==> src/rtl/wb_ram_arbiter.sv <==
// Two-master to one-slave Wishbone classic arbiter with round-robin grant.
// One slave strobe per granted transaction; ack and data are returned only to the granted master.
module wb_ram_arbiter #(
  parameter int ADR_W = 10
) (
  input  logic             clk_i,
  input  logic             rst_in,
  input  logic             m0_cyc_i,
  input  logic             m0_stb_i,
  input  logic             m0_we_i,
  input  logic [3:0]       m0_sel_i,
  input  logic [ADR_W-1:0] m0_adr_i,
  input  logic [31:0]      m0_dat_i,
  output logic             m0_ack_o,
  output logic [31:0]      m0_dat_o,
  input  logic             m1_cyc_i,
  input  logic             m1_stb_i,
  input  logic             m1_we_i,
  input  logic [3:0]       m1_sel_i,
  input  logic [ADR_W-1:0] m1_adr_i,
  input  logic [31:0]      m1_dat_i,
  output logic             m1_ack_o,
  output logic [31:0]      m1_dat_o,
  output logic             s_cyc_o,
  output logic             s_stb_o,
  output logic             s_we_o,
  output logic [3:0]       s_sel_o,
  output logic [ADR_W-1:0] s_adr_o,
  output logic [31:0]      s_dat_o,
  input  logic             s_ack_i,
  input  logic [31:0]      s_dat_i
);

  typedef enum logic [1:0] {
    IDLE = 2'd0,
    REQ  = 2'd1,
    WAIT = 2'd2
  } state_t;

  state_t state_r, state_s;
  logic   gnt_r, gnt_s;
  logic   last_r, last_s;
  logic   m0_req_s, m1_req_s, gnt_cyc_s;

  assign m0_req_s  = m0_cyc_i & m0_stb_i;
  assign m1_req_s  = m1_cyc_i & m1_stb_i;
  assign gnt_cyc_s = gnt_r ? m1_cyc_i : m0_cyc_i;

  // State, grant and last-served registers; last starts at 1 so master 0 wins the first tie
  always_ff @(posedge clk_i or negedge rst_in) begin
    if (!rst_in) begin
      state_r <= IDLE;
      gnt_r   <= 1'b0;
      last_r  <= 1'b1;
    end else begin
      state_r <= state_s;
      gnt_r   <= gnt_s;
      last_r  <= last_s;
    end
  end

  // Next-state logic and round-robin grant selection
  always_comb begin
    state_s = state_r;
    gnt_s   = gnt_r;
    last_s  = last_r;
    case (state_r)
      IDLE: begin
        if (m0_req_s && m1_req_s) begin
          gnt_s   = ~last_r;
          state_s = REQ;
        end else if (m0_req_s) begin
          gnt_s   = 1'b0;
          state_s = REQ;
        end else if (m1_req_s) begin
          gnt_s   = 1'b1;
          state_s = REQ;
        end else begin
          state_s = IDLE;
        end
      end
      REQ: begin
        if (gnt_cyc_s) begin
          state_s = WAIT;
        end else begin
          state_s = IDLE;
        end
      end
      WAIT: begin
        // A master dropping cyc abandons the transfer; the slave's late ack is then ignored
        if (!gnt_cyc_s) begin
          state_s = IDLE;
        end else if (s_ack_i) begin
          last_s  = gnt_r;
          state_s = IDLE;
        end else begin
          state_s = WAIT;
        end
      end
      default: begin
        state_s = IDLE;
      end
    endcase
  end

  // Slave cycle/strobe and per-master ack, decoded from the current state
  always_comb begin
    s_cyc_o  = 1'b0;
    s_stb_o  = 1'b0;
    m0_ack_o = 1'b0;
    m1_ack_o = 1'b0;
    case (state_r)
      IDLE: begin
        s_cyc_o = 1'b0;
      end
      REQ: begin
        s_cyc_o = gnt_cyc_s;
        s_stb_o = gnt_cyc_s;
      end
      WAIT: begin
        s_cyc_o = 1'b1;
        if (gnt_cyc_s) begin
          m0_ack_o = s_ack_i & ~gnt_r;
          m1_ack_o = s_ack_i & gnt_r;
        end else begin
          m0_ack_o = 1'b0;
          m1_ack_o = 1'b0;
        end
      end
      default: begin
        s_cyc_o = 1'b0;
      end
    endcase
  end

  // Slave request fields follow the granted master live; the RAM read mux needs the live address
  assign s_we_o   = gnt_r ? m1_we_i  : m0_we_i;
  assign s_sel_o  = gnt_r ? m1_sel_i : m0_sel_i;
  assign s_adr_o  = gnt_r ? m1_adr_i : m0_adr_i;
  assign s_dat_o  = gnt_r ? m1_dat_i : m0_dat_i;
  assign m0_dat_o = s_dat_i;
  assign m1_dat_o = s_dat_i;

endmodule

==> config.mk <==
export PLATFORM = sky130hd
export DESIGN_NAME = wb_ram_arbiter
export DESIGN_NICKNAME = d
export VERILOG_FILES = /design/src/rtl/wb_ram_arbiter.sv
export SDC_FILE = /design/constraint.sdc
export NUM_CORES = 1
export LEC_CHECK = 0
export BUFFER_PORTS_ARGS = -buffer_cell sky130_fd_sc_hd__buf_2
export CAP_MARGIN = 20
export CORE_AREA = 2 2 95 97
export DETAILED_ROUTE_END_ITERATION = 6
export DIE_AREA = 0 0 97 99
export GPL_TIMING_DRIVEN = 0
export PLACE_DENSITY = 0.58
export SYNTH_ARGS = -nofsm -noshare
export SYNTH_HDL_FRONTEND = slang
export SYNTH_SLANG_ARGS = --single-unit
==> constraint.sdc <==
create_clock -name clk_i -period 2.3 [get_ports clk_i]
set_input_delay 0.115 -clock clk_i [delete_from_list [all_inputs] [get_ports clk_i]]
set_output_delay 0.115 -clock clk_i [all_outputs]
set_load 0.01 [all_outputs]
==> results of run 1 <==
==> area by class of cell <==
class	count	area (µm²)	share of cell area (%)
Timing Repair Buffer	216	1090	41.7
Multi-Input combinational cell	65	677	26.0
Inverter	4	15.0	0.576
Buffer	70	548	21.0
Tap cell	108	135	5.18
Sequential cell	4	101	3.89
Clock buffer	4	45.0	1.73
==> metal layers <==
layer	track usage, %	up-vias	part of all wire, %
met3	3.55	2	13
met1	8.74	776	32
met4	1.84	0	0.24
met2	17.9	107	55
met5	0	-	0
li1	-	862	-
==> flip-flops by register name, indices dropped and copies added (netlist names) <==
name,cells
state_r,2
gnt_r,1
last_r,1
==> cell usage after synthesis <==
master / number / area share (%)
buf_4: 64 / 36
mux2_2: 47 / 39
buf_6: 6 / 5.0
ha_1: 4 / 3.7
inv_1: 4 / 1.1
dfrtp_1: 3 / 5.6
a22oi_1: 2 / 1.1
a21oi_1: 1 / 0.37
and4_1: 1 / 0.65
and4b_1: 1 / 0.75
dfstp_2: 1 / 2.0
mux2i_1: 1 / 0.75
nand3_1: 1 / 0.37
nor2_1: 1 / 0.28
nor2b_1: 1 / 0.47
nor3_1: 1 / 0.37
nor3b_1: 1 / 0.56
o21a_1: 1 / 0.56
o21bai_1: 1 / 0.56
o22ai_1: 1 / 0.47
==> worst max-delay path: stages, from the launching register on <==
cell,delay (ns)
dfrtp_1,0.33
buf_6,0.14
buf_6,0.15
mux2_2,0.35
buf_2,0.14
==> kinds of logic after synthesis <==
kind of cell             after synthesis  synth area share, %
buffers and inverters                 74                 42.0
adder cells (fa/ha/maj)                4                 3.73
flip-flops                             4                 7.56
AND/OR/NAND/NOR                        7                 3.45
AO/OA/AOI/OAI                          6                 3.08
multiplexers                          48                 40.2
==> where the power goes <==
group | total [mW] | switching, mW | internal, mW | leakage [nW]
clock | 0.158 | 0.0395 | 0.119 | 0.0228
combinational | 1.22 | 0.531 | 0.692 | 1.46
sequential | 0.115 | 0.0131 | 0.101 | 0.0495
==> metrics by stage <==
stage / setup slack (ns) / hold WS (ns) / util, % / std cells
4_1_cts: 0.810 / 0.231 / 30.5 / 471
3_5_place_dp: 1.04 / -0.0691 / 29.9 / 466
6_report: 0.851 / 0.227 / 30.5 / 471
2_1_floorplan: 1.16 / -0.181 / - / 143
3_3_place_gp: 1.05 / -0.0736 / 29.9 / 466
5_1_grt: 0.764 / 0.256 / 30.5 / 471
==> cell usage in the layout, fill, tap and decap left out <==
master,netlist,routed
a21oi_1,1,1
a22oi_1,2,2
and4_1,1,1
and4b_1,1,1
buf_2,0,215
buf_4,64,64
buf_6,6,6
clkbuf_1,0,1
clkbuf_8,0,3
dfrtp_1,3,3
dfstp_2,1,1
dlygate4sd3_1,0,1
ha_1,4,4
inv_1,4,4
mux2_2,47,47
mux2i_1,1,1
nand3_1,1,1
nor2_1,1,1
nor2b_1,1,1
nor3_1,1,1
nor3b_1,1,1
o21a_1,1,1
o21bai_1,1,1
o22ai_1,1,1
==> how the worst max path moves through the flow <==
stage	endpoint	startpoint
2_1_floorplan	s_cyc_o	gnt_r
3_3_place_gp	s_dat_o[9]	gnt_r
3_5_place_dp	s_dat_o[9]	gnt_r
4_1_cts	s_dat_o[9]	gnt_r
5_1_grt	s_cyc_o	gnt_r
6_report	s_adr_o[0]	gnt_r
==> run_results.csv, run 1 <==
group,metric,value,unit
floorplanning,start_util,15.7,%
synthesis,synth_area_per_cell,9.38,µm²
setup_path,worstPathMaxFanout,10,
floorplanning,core,0.00855,mm²
detailed_routing,wl,4940,µm
cts,cts.sinks,4,
grt,grt_pass1_vias,1670,
synthesis,yosysWarnings,0,
power,p_per_area,574,mW/mm²
grt,grt_pass1_wl,7360,µm
grt,grt_usage,9.00,%
floorplanning,die_x,97,µm
sta,layout_min_cycle_time,1.45,ns
grt,overflow,0,
cts,cts.path.max_buffers,2,
cts,cts_hold_buf,1,
grt,grt_max_degree,11,
sta,setup_tns,0,ns
power,ir_drop,0.142,mV
detailed_routing,vias,1747,
sta,maxSlewViolCount,0,
placed_design,hpwl,4530,µm
detailed_routing,via_per_inst,3.71,
cts,cts_htree_levels,1,
placed_design,port-buffer-count,215,
synthesis,netlist_instances,143,
detailed_routing,drc,0,
setup_path,start_kind,"register",
placed_design,place_congestion,0.719,
sta,slew_headroom,87.5,%
cts,post_cts_buffers,0,
detailed_routing,detail-route-antenna-nets,0,
synthesis,synth_cell_types,20,
cts,cts_tree,"done",
setup_path,r2r_slack,1.13,ns
cts,clk_latency,0.22,ns
cts,path_clk_slew,0.04,ns
floorplanning,row_count,34,
worst_hold_path,hp-class,"in -> async",
synthesis,synth_seq_area_share,7.56,%
sta,rsz0062_at_grt,"false",
setup_path,r2r-end,"last_r",
detailed_routing,routedWlPerCell,10.5,µm
setup_path,critical_path_class,"reg -> out",
cts,cts-buffers-inserted,3,
sta,finalHoldViolCount,0,
setup_path,reg2regPathDepth,4,
cells_and_area,num_antenna_cells,0,
setup_path,cp_data_arrival_time,1.33,ns
sta,worst_pin_slew,0.182,ns
setup_path,cp.required,2.18,ns
synthesis,synth_seq_cells,4,
setup_path,end_kind,"output port",
cts,cts-root-buf,"clkbuf_8",
cells_and_area,stdcell_area,0.00261,mm²
cells_and_area,fillers,936,
cells_and_area,area_growth,94.4,%
floorplanning,die_h,99,µm
flow_run,cap_violations,0,
cts,cts_resized,0,
grt,antenna_found_initial,0,
cells_and_area,drive_gt1_share,92.6,%
floorplanning,design.portCount,248,
status,run_status,"finished clean",
placed_design,postPlaceCellArea,0.00255,mm²
sta,skew,0.00622,ns
power,leakage,1.53,nW
cells_and_area,final_nets,501,
detailed_routing,drtPass1Iterations,4,
sta,finalSetupViolCount,0,
floorplanning,dieArea,0.00960,mm²
sta,fin_crit_sh,63.0,%
synthesis,syn-num-nets,280,
synthesis,syn_area,0.00134,mm²
setup_path,rr_startpoint,"state_r[0]",
detailed_routing,drt_iter0_drc,7,
sta,fmax,690,MHz
power,power,1.50,mW
(Power assumes the default switching activity.)
==> inputs of run 2 (changes only) <==
==> config.mk (replaced) <==
export PLATFORM = sky130hd
export DESIGN_NAME = wb_ram_arbiter
export DESIGN_NICKNAME = d
export VERILOG_FILES = /design/src/rtl/wb_ram_arbiter.sv
export SDC_FILE = /design/constraint.sdc
export NUM_CORES = 1
export LEC_CHECK = 0
export ABC_AREA = 1
export BUFFER_PORTS_ARGS = -buffer_cell sky130_fd_sc_hd__buf_2
export CAP_MARGIN = 20
export CORE_AREA = 2 2 97 99
export DETAILED_ROUTE_END_ITERATION = 6
export DIE_AREA = 0 0 99 101
export GPL_TIMING_DRIVEN = 0
export PLACE_DENSITY = 0.57
export SYNTH_ARGS = -nofsm -noshare
export SYNTH_HDL_FRONTEND = slang
export SYNTH_SLANG_ARGS = --single-unit
==> constraint.sdc (replaced) <==
create_clock -name clk_i -period 1.5 [get_ports clk_i]
set_input_delay 0.075 -clock clk_i [delete_from_list [all_inputs] [get_ports clk_i]]
set_output_delay 0.075 -clock clk_i [all_outputs]
set_load 0.01 [all_outputs]
==> run 2 against run 1 <==
Cell area increased by 2.0%. Highest routed layer unchanged. Combinational power increased by 97%. Sequential share of layout area down 0.075 points. First-iteration DRC count rose to 7.6 times the previous value. Count of clock-buffer cells in the layout is the same. Global-route usage grew 1.1 points. Via count rose by 23%. Critical path type unchanged. Largest cell class unchanged.
==> run_results.csv, run 2 <==
group,metric,value,unit
synthesis,synth_seq_cells,4,
power,p_int,1.40,mW
synthesis,yosysWarnings,0,
power,pwr-share-comb,84.8,%
detailed_routing,wl,5670,µm
power,p_per_area,1070,mW/mm²
setup_path,start_kind,"register",
grt,grt_pass1_vias,1944,
detailed_routing,routedWlPerCell,9.71,µm
synthesis,netlist_top_cells_count,"153 x nand2_1, 65 x buf_4, 6 x buf_6, 6 x inv_1",
synthesis,syn_area,0.00138,mm²
flow_run,cap_violations,0,
detailed_routing,wl_met1,2020,µm
cells_and_area,fillers,1001,
detailed_routing,highest_layer,"met4",
power,seqPwrFrac,6.2,%
cells_and_area,top_register,"state_r",
floorplanning,core,0.00898,mm²
cells_and_area,largest_reg_flops,2,
cts,cts.sinks,4,
setup_path,critPathMaxStageDelay,0.36,ns
setup_path,end_kind,"output port",
setup_path,cp.required,1.42,ns
sta,layout_setup_ws,0.100,ns
worst_hold_path,hold_depth,3,
cells_and_area,drive_gt1_share,62.6,%
cells_and_area,final_nets,611,
sta,worst_pin_slew,0.224,ns
synthesis,synth_edf_count,0,
power,ir_drop,0.690,mV
cells_and_area,num_antenna_cells,0,
sta,maxSlewViolCount,0,
grt,grt_max_degree,11,
cells_and_area,finalCoreUtilization,29.6,%
sta,fmax,714,MHz
cells_and_area,finalNonFillerCells,584,
setup_path,cp_data_arrival_time,1.33,ns
cts,cts_tree,"done",
status,run_status,"finished clean",
synthesis,yosysTopAreaCellShare,41.8,%
placed_design,place_congestion,0.763,
placed_design,hpwl,4920,µm
synthesis,synth_area_per_cell,5.44,µm²
sta,rsz0062_at_grt,"true",
power,leakage,1.83,nW
sta,skew,0.000442,ns
synthesis,ys.flop_type,"dfrtp_1",
synthesis,synth_seq_area_share,7.37,%
setup_path,reg2regPathDepth,6,
cts,cts-buffers-inserted,3,
placed_design,port-buffer-count,215,
cells_and_area,top_regs,"state_r x2, gnt_r x1, last_r x1",
floorplanning,die_x,99,µm
detailed_routing,drtPass1Iterations,4,
cts,path_clk_slew,0.03,ns
synthesis,netlist_instances,253,
cells_and_area,area_growth,93.4,%
grt,grt_pass1_wl,8550,µm
grt,antenna_found_initial,0,
grt,grt_usage,10.1,%
detailed_routing,drc,0,
setup_path,path_cells,"buf_6 > inv_2 > buf_8 > buf_8 > nand2_1 > nand2_1 > buf_2",
detailed_routing,wl_met2,3090,µm
cells_and_area,mostFrequentLayoutCell,"buf_2",
sta,finalSetupViolCount,0,
placed_design,dp.cells,579,
synthesis,async_flop_share,100,%
detailed_routing,drt_iter0_drc,53,
cells_and_area,final_cell_mix,"219 x buf_2, 152 x nand2_1, 65 x buf_4",
detailed_routing,dr_wl_met3,528,µm
cts,cts.path.max_buffers,2,
cts,clk_latency,0.22,ns
detailed_routing,detail-route-antenna-nets,0,
floorplanning,design.portCount,248,
sta,layout_min_cycle_time,1.40,ns
setup_path,crit_slowest_cell,"dfrtp_1",
cts,post_cts_buffers,0,
power,p_clk_share,8.9,%
power,swShare,50.6,%
synthesis,synth_cell_types,14,
placed_design,dp_slack,0.283,ns
sta,fin_crit_sh,93.3,%
floorplanning,row_count,35,
power,p_sw,1.43,mW
floorplanning,start_util,15.3,%
floorplanning,dieArea,0.0100,mm²
grt,overflow,0,
detailed_routing,vias,2144,
cts,cts-root-buf,"clkbuf_8",
floorplanning,die_h,101,µm
cts,cts_htree_levels,1,
detailed_routing,via_per_inst,3.67,
worst_hold_path,hp-class,"in -> reg",
synthesis,yosys.area.top_type,"nand2_1",
setup_path,worstPathMaxFanout,10,
synthesis,post-synth-top-count-cell,"nand2_1",
synthesis,syn-num-nets,390,
sta,finalHoldViolCount,0,
sta,slew_headroom,85.1,%
setup_path,critical_path_class,"reg -> out",
sta,whs,0.134,ns
synthesis,synth_area_leaders,"nand2_1 42%, buf_4 35%, dfrtp_1 5.5%",
[run 2: changes by cell type in the layout (fill, tap and decap cells not counted), sizes merged, moves of 3 or more]
cell   before  now
buf       285  290
inv         4    7
mux2       47    0
nand2       0  153
nor2        1    4
[run 2: path summary, 6_finish.rpt]
path,startpoint,end,slack [ns]
max reg2reg,state_r[0],state_r[1],0.39
min,m1_cyc_i,last_r,0.13
max in group asynchronous,rst_in,last_r,1.09
max,gnt_r,s_dat_o[25],0.1
min in group asynchronous,rst_in,gnt_r,0.20
min reg2reg,last_r,last_r,0.49
[run 2: metal layers]
metal | up-vias | GRT usage [%]
li1 | 1126 | -
met1 | 890 | 11.8
met2 | 125 | 20.0
met3 | 3 | 1.18
met4 | 0 | 1.26
met5 | - | 0
[run 2: logic make-up (layout without fill, tap and decap cells)]
kind of cell | Yosys count | in the layout | share of synthesized area [%]
AND/OR/NAND/NOR | 160 | 160 | 44.1
flip-flops | 4 | 4 | 7.37
AO/OA/AOI/OAI | 3 | 3 | 1.09
adder cells (fa/ha/maj) | 4 | 4 | 3.64
buffers and inverters | 82 | 302 | 43.8
[run 2: critical path, delay by kind of cell (launching register included)]
kind                   cells  cell delay (ns)
DFF                        1             0.36
buffers and inverters      5             0.61
and+or+nand+nor            2             0.12
[run 2: cell type report]
cell class / count / area, µm² / area share (%)
Timing Repair Buffer: 216 / 1090 / 40.8
Multi-Input combinational cell: 167 / 674 / 25.4
Buffer: 75 / 587 / 22.1
Tap cell: 111 / 139 / 5.22
Sequential cell: 4 / 101 / 3.81
Clock buffer: 4 / 45.0 / 1.69
Inverter: 7 / 26.3 / 0.988
[run 2: repair_timing]
item / 4_1_cts / 5_1_grt
gates resized for setup: 0 / 4
hold buffers: 1 / 0
hold endpoints to repair: 4 / 0
endpoints found under the setup margin: 0 / 9
[run 2: metrics by stage]
| stage | setup TNS [ns] | area [µm²] | power (mW) |
|---|---|---|---|
| finish | 0 | 2660 | 2.83 |
| global route | -0.0000562 | 2660 | 3.16 |
| CTS | 0 | 2650 | 2.85 |
| detailed placement | 0 | 2590 | 2.58 |
| global placement | 0 | 2590 | 2.56 |
| floorplan | 0 | 1380 | 1.62 |
[run 2: power by group through the flow]
| stage | combinational (mW) | sequential [mW] | clock, mW |
|---|---|---|---|
| final | 2.40 | 0.177 | 0.253 |
| after global routing | 2.72 | 0.183 | 0.264 |
| after CTS | 2.41 | 0.177 | 0.257 |
| after detailed placement | 2.40 | 0.179 | 0 |
| after global placement | 2.38 | 0.176 | 0 |
| after floorplan | 1.45 | 0.172 | 0 |
==> inputs of run 3 (changes only) <==
==> constraint.sdc (replaced) <==
create_clock -name clk_i -period 1.32 [get_ports clk_i]
set_input_delay 0.066 -clock clk_i [delete_from_list [all_inputs] [get_ports clk_i]]
set_output_delay 0.066 -clock clk_i [all_outputs]
set_load 0.01 [all_outputs]
==> run 3 against run 2 <==
The flow now finishes with violations (setup timing). Sequential power up 31%. Global-route usage rose by 0.39 points. Non-clock buffer count grew 6. Combinational power grew 33%. Worst setup slack worse by 0.13 ns. Flip-flop and latch count is the same. Largest cell class unchanged.
==> run_results.csv, run 3 (synthesis gave the netlist of run 2 again) <==
group,metric,value,unit
cells_and_area,final_cell_mix,"213 x buf_2, 135 x nand2_1, 69 x buf_4",
cells_and_area,num_antenna_cells,0,
power,p_per_area,1300,mW/mm²
cts,cts.sinks,4,
cells_and_area,drive_gt1_share,67.6,%
power,leakage,1.90,nW
placed_design,hpwl,4920,µm
status,run_status,"finished, violations left",
power,p_clk_share,7.7,%
cells_and_area,finalNonFillerCells,590,
power,p_sw,1.80,mW
cts,cts-buffers-inserted,3,
sta,worst_pin_slew,0.177,ns
cells_and_area,top_register,"state_r",
sta,maxSlewViolCount,0,
cells_and_area,multi_input_area,753,µm²
sta,skew,0.000790,ns
detailed_routing,vias,2159,
cts,clk_latency,0.22,ns
sta,layout_setup_ws,-0.0317,ns
worst_hold_path,hold_depth,3,
worst_hold_path,hp-class,"in -> reg",
detailed_routing,via_per_inst,3.66,
power,swShare,48.5,%
floorplanning,dieArea,0.0100,mm²
cells_and_area,mostFrequentLayoutCell,"buf_2",
cts,cts.path.max_buffers,2,
power,seqPwrFrac,6.2,%
sta,finalSetupViolCount,6,
floorplanning,core,0.00898,mm²
sta,fin_crit_sh,102,%
status,failed_checks,"setup timing",
cells_and_area,register_area,103,µm²
cells_and_area,area_growth,107,%
cts,cts_htree_levels,1,
cells_and_area,finalCoreUtilization,31.8,%
sta,setup_tns,-0.114,ns
sta,fmax,740,MHz
cells_and_area,fillers,992,
cells_and_area,final_nets,617,
grt,grt_pass1_wl,8830,µm
grt,overflow,0,
sta,slew_headroom,88.2,%
setup_path,cp.required,1.25,ns
placed_design,dp.cells,579,
setup_path,critical_path_class,"reg -> out",
sta,whs,0.117,ns
floorplanning,start_util,15.3,%
placed_design,port-buffer-count,215,
cts,cts_tree,"done",
floorplanning,design.portCount,248,
grt,antenna_found_initial,0,
detailed_routing,wl,5950,µm
sta,rsz0062_at_grt,"true",
setup_path,start_kind,"register",
grt,grt_pass1_vias,1974,
power,pwr-share-comb,86.1,%
power,ir_drop,1.01,mV
cells_and_area,top_regs,"state_r x2, gnt_r x1, last_r x1",
grt,grt_usage,10.5,%
flow_run,cap_violations,0,
sta,layout_min_cycle_time,1.35,ns
detailed_routing,drt_iter0_drc,41,
setup_path,end_kind,"output port",
detailed_routing,drtPass1Iterations,4,
detailed_routing,drc,0,
detailed_routing,detail-route-antenna-nets,0,
detailed_routing,routedWlPerCell,10.1,µm
power,p_int,1.91,mW
setup_path,reg2regPathDepth,6,
floorplanning,die_x,99,µm
placed_design,place_congestion,0.763,
cells_and_area,largest_reg_flops,2,
cts,cts-root-buf,"clkbuf_8",
floorplanning,row_count,35,
sta,finalHoldViolCount,0,
floorplanning,die_h,101,µm
grt,grt_max_degree,11,
cts,path_clk_slew,0.03,ns
setup_path,worstPathMaxFanout,10,
setup_path,cp_data_arrival_time,1.29,ns
-- run 3: cell count changes in the layout (fill, tap and decap cells not counted), sizes merged --
cell	change
buf	+6
-- run 3: final timing paths --
| kind | endpoint | slack, ns | start |
|---|---|---|---|
| setup reg to reg | state_r[1] | 0.26 | state_r[0] |
| hold / removal | gnt_r | 0.12 | m1_stb_i |
| hold reg to reg | last_r | 0.49 | last_r |
| max in group asynchronous | last_r | 0.91 | rst_in |
| setup / recovery | s_dat_o[29] | -0.03 | gnt_r |
| min in group asynchronous | state_r[0] | 0.20 | rst_in |
-- run 3: layout make-up --
type | instances | share of cell area, %
buffer | 74 | 20.7
clock buffer | 4 | 1.58
inverter | 7 | 1.01
multi-input combinational | 167 | 26.4
sequential | 4 | 3.60
tap | 111 | 4.87
timing repair buffer | 223 | 41.8
-- run 3: repair_timing --
action                                  CTS  global route
setup buffers                             6             0
pin swaps                                 0             3
endpoints found under the setup margin   37            51
resized for setup                        23            23
cloned                                    1             0
hold endpoints to repair                  4             0
hold buffers                              1             0
-- run 3: metal layers --
layer  track usage, %  wire length (µm)  up-vias
met5                0                 0        -
met3             1.18               493        3
li1                 -                 -     1138
met1             12.5              2150      900
met4             1.26                27        0
met2             20.5              3280      118
-- run 3: worst max-delay path, stage by stage (launching register included) --
cell,delay [ns]
dfrtp_2,0.44
inv_4,0.08
buf_12,0.13
buf_6,0.14
nand2_1,0.08
nand2_1,0.06
buf_2,0.12
-- run 3: per-stage QoR --
step	total power [mW]	instance area (µm²)	setup WS, ns
3_5_place_dp	2.93	2590	0.112
2_1_floorplan	1.85	1380	0.319
4_1_cts	3.65	2780	-0.0704
5_1_grt	4.11	2850	-0.109
6_report	3.72	2850	-0.0317
3_3_place_gp	2.91	2590	0.122
-- run 3: power groups by stage --
| stage | Clock (mW) | Combinational, mW | Sequential [mW] |
|---|---|---|---|
| floorplan | 0 | 1.65 | 0.196 |
| global placement | 0 | 2.71 | 0.200 |
| detailed placement | 0 | 2.73 | 0.203 |
| CTS | 0.292 | 3.16 | 0.202 |
| global route | 0.300 | 3.57 | 0.241 |
| finish | 0.286 | 3.20 | 0.231 |
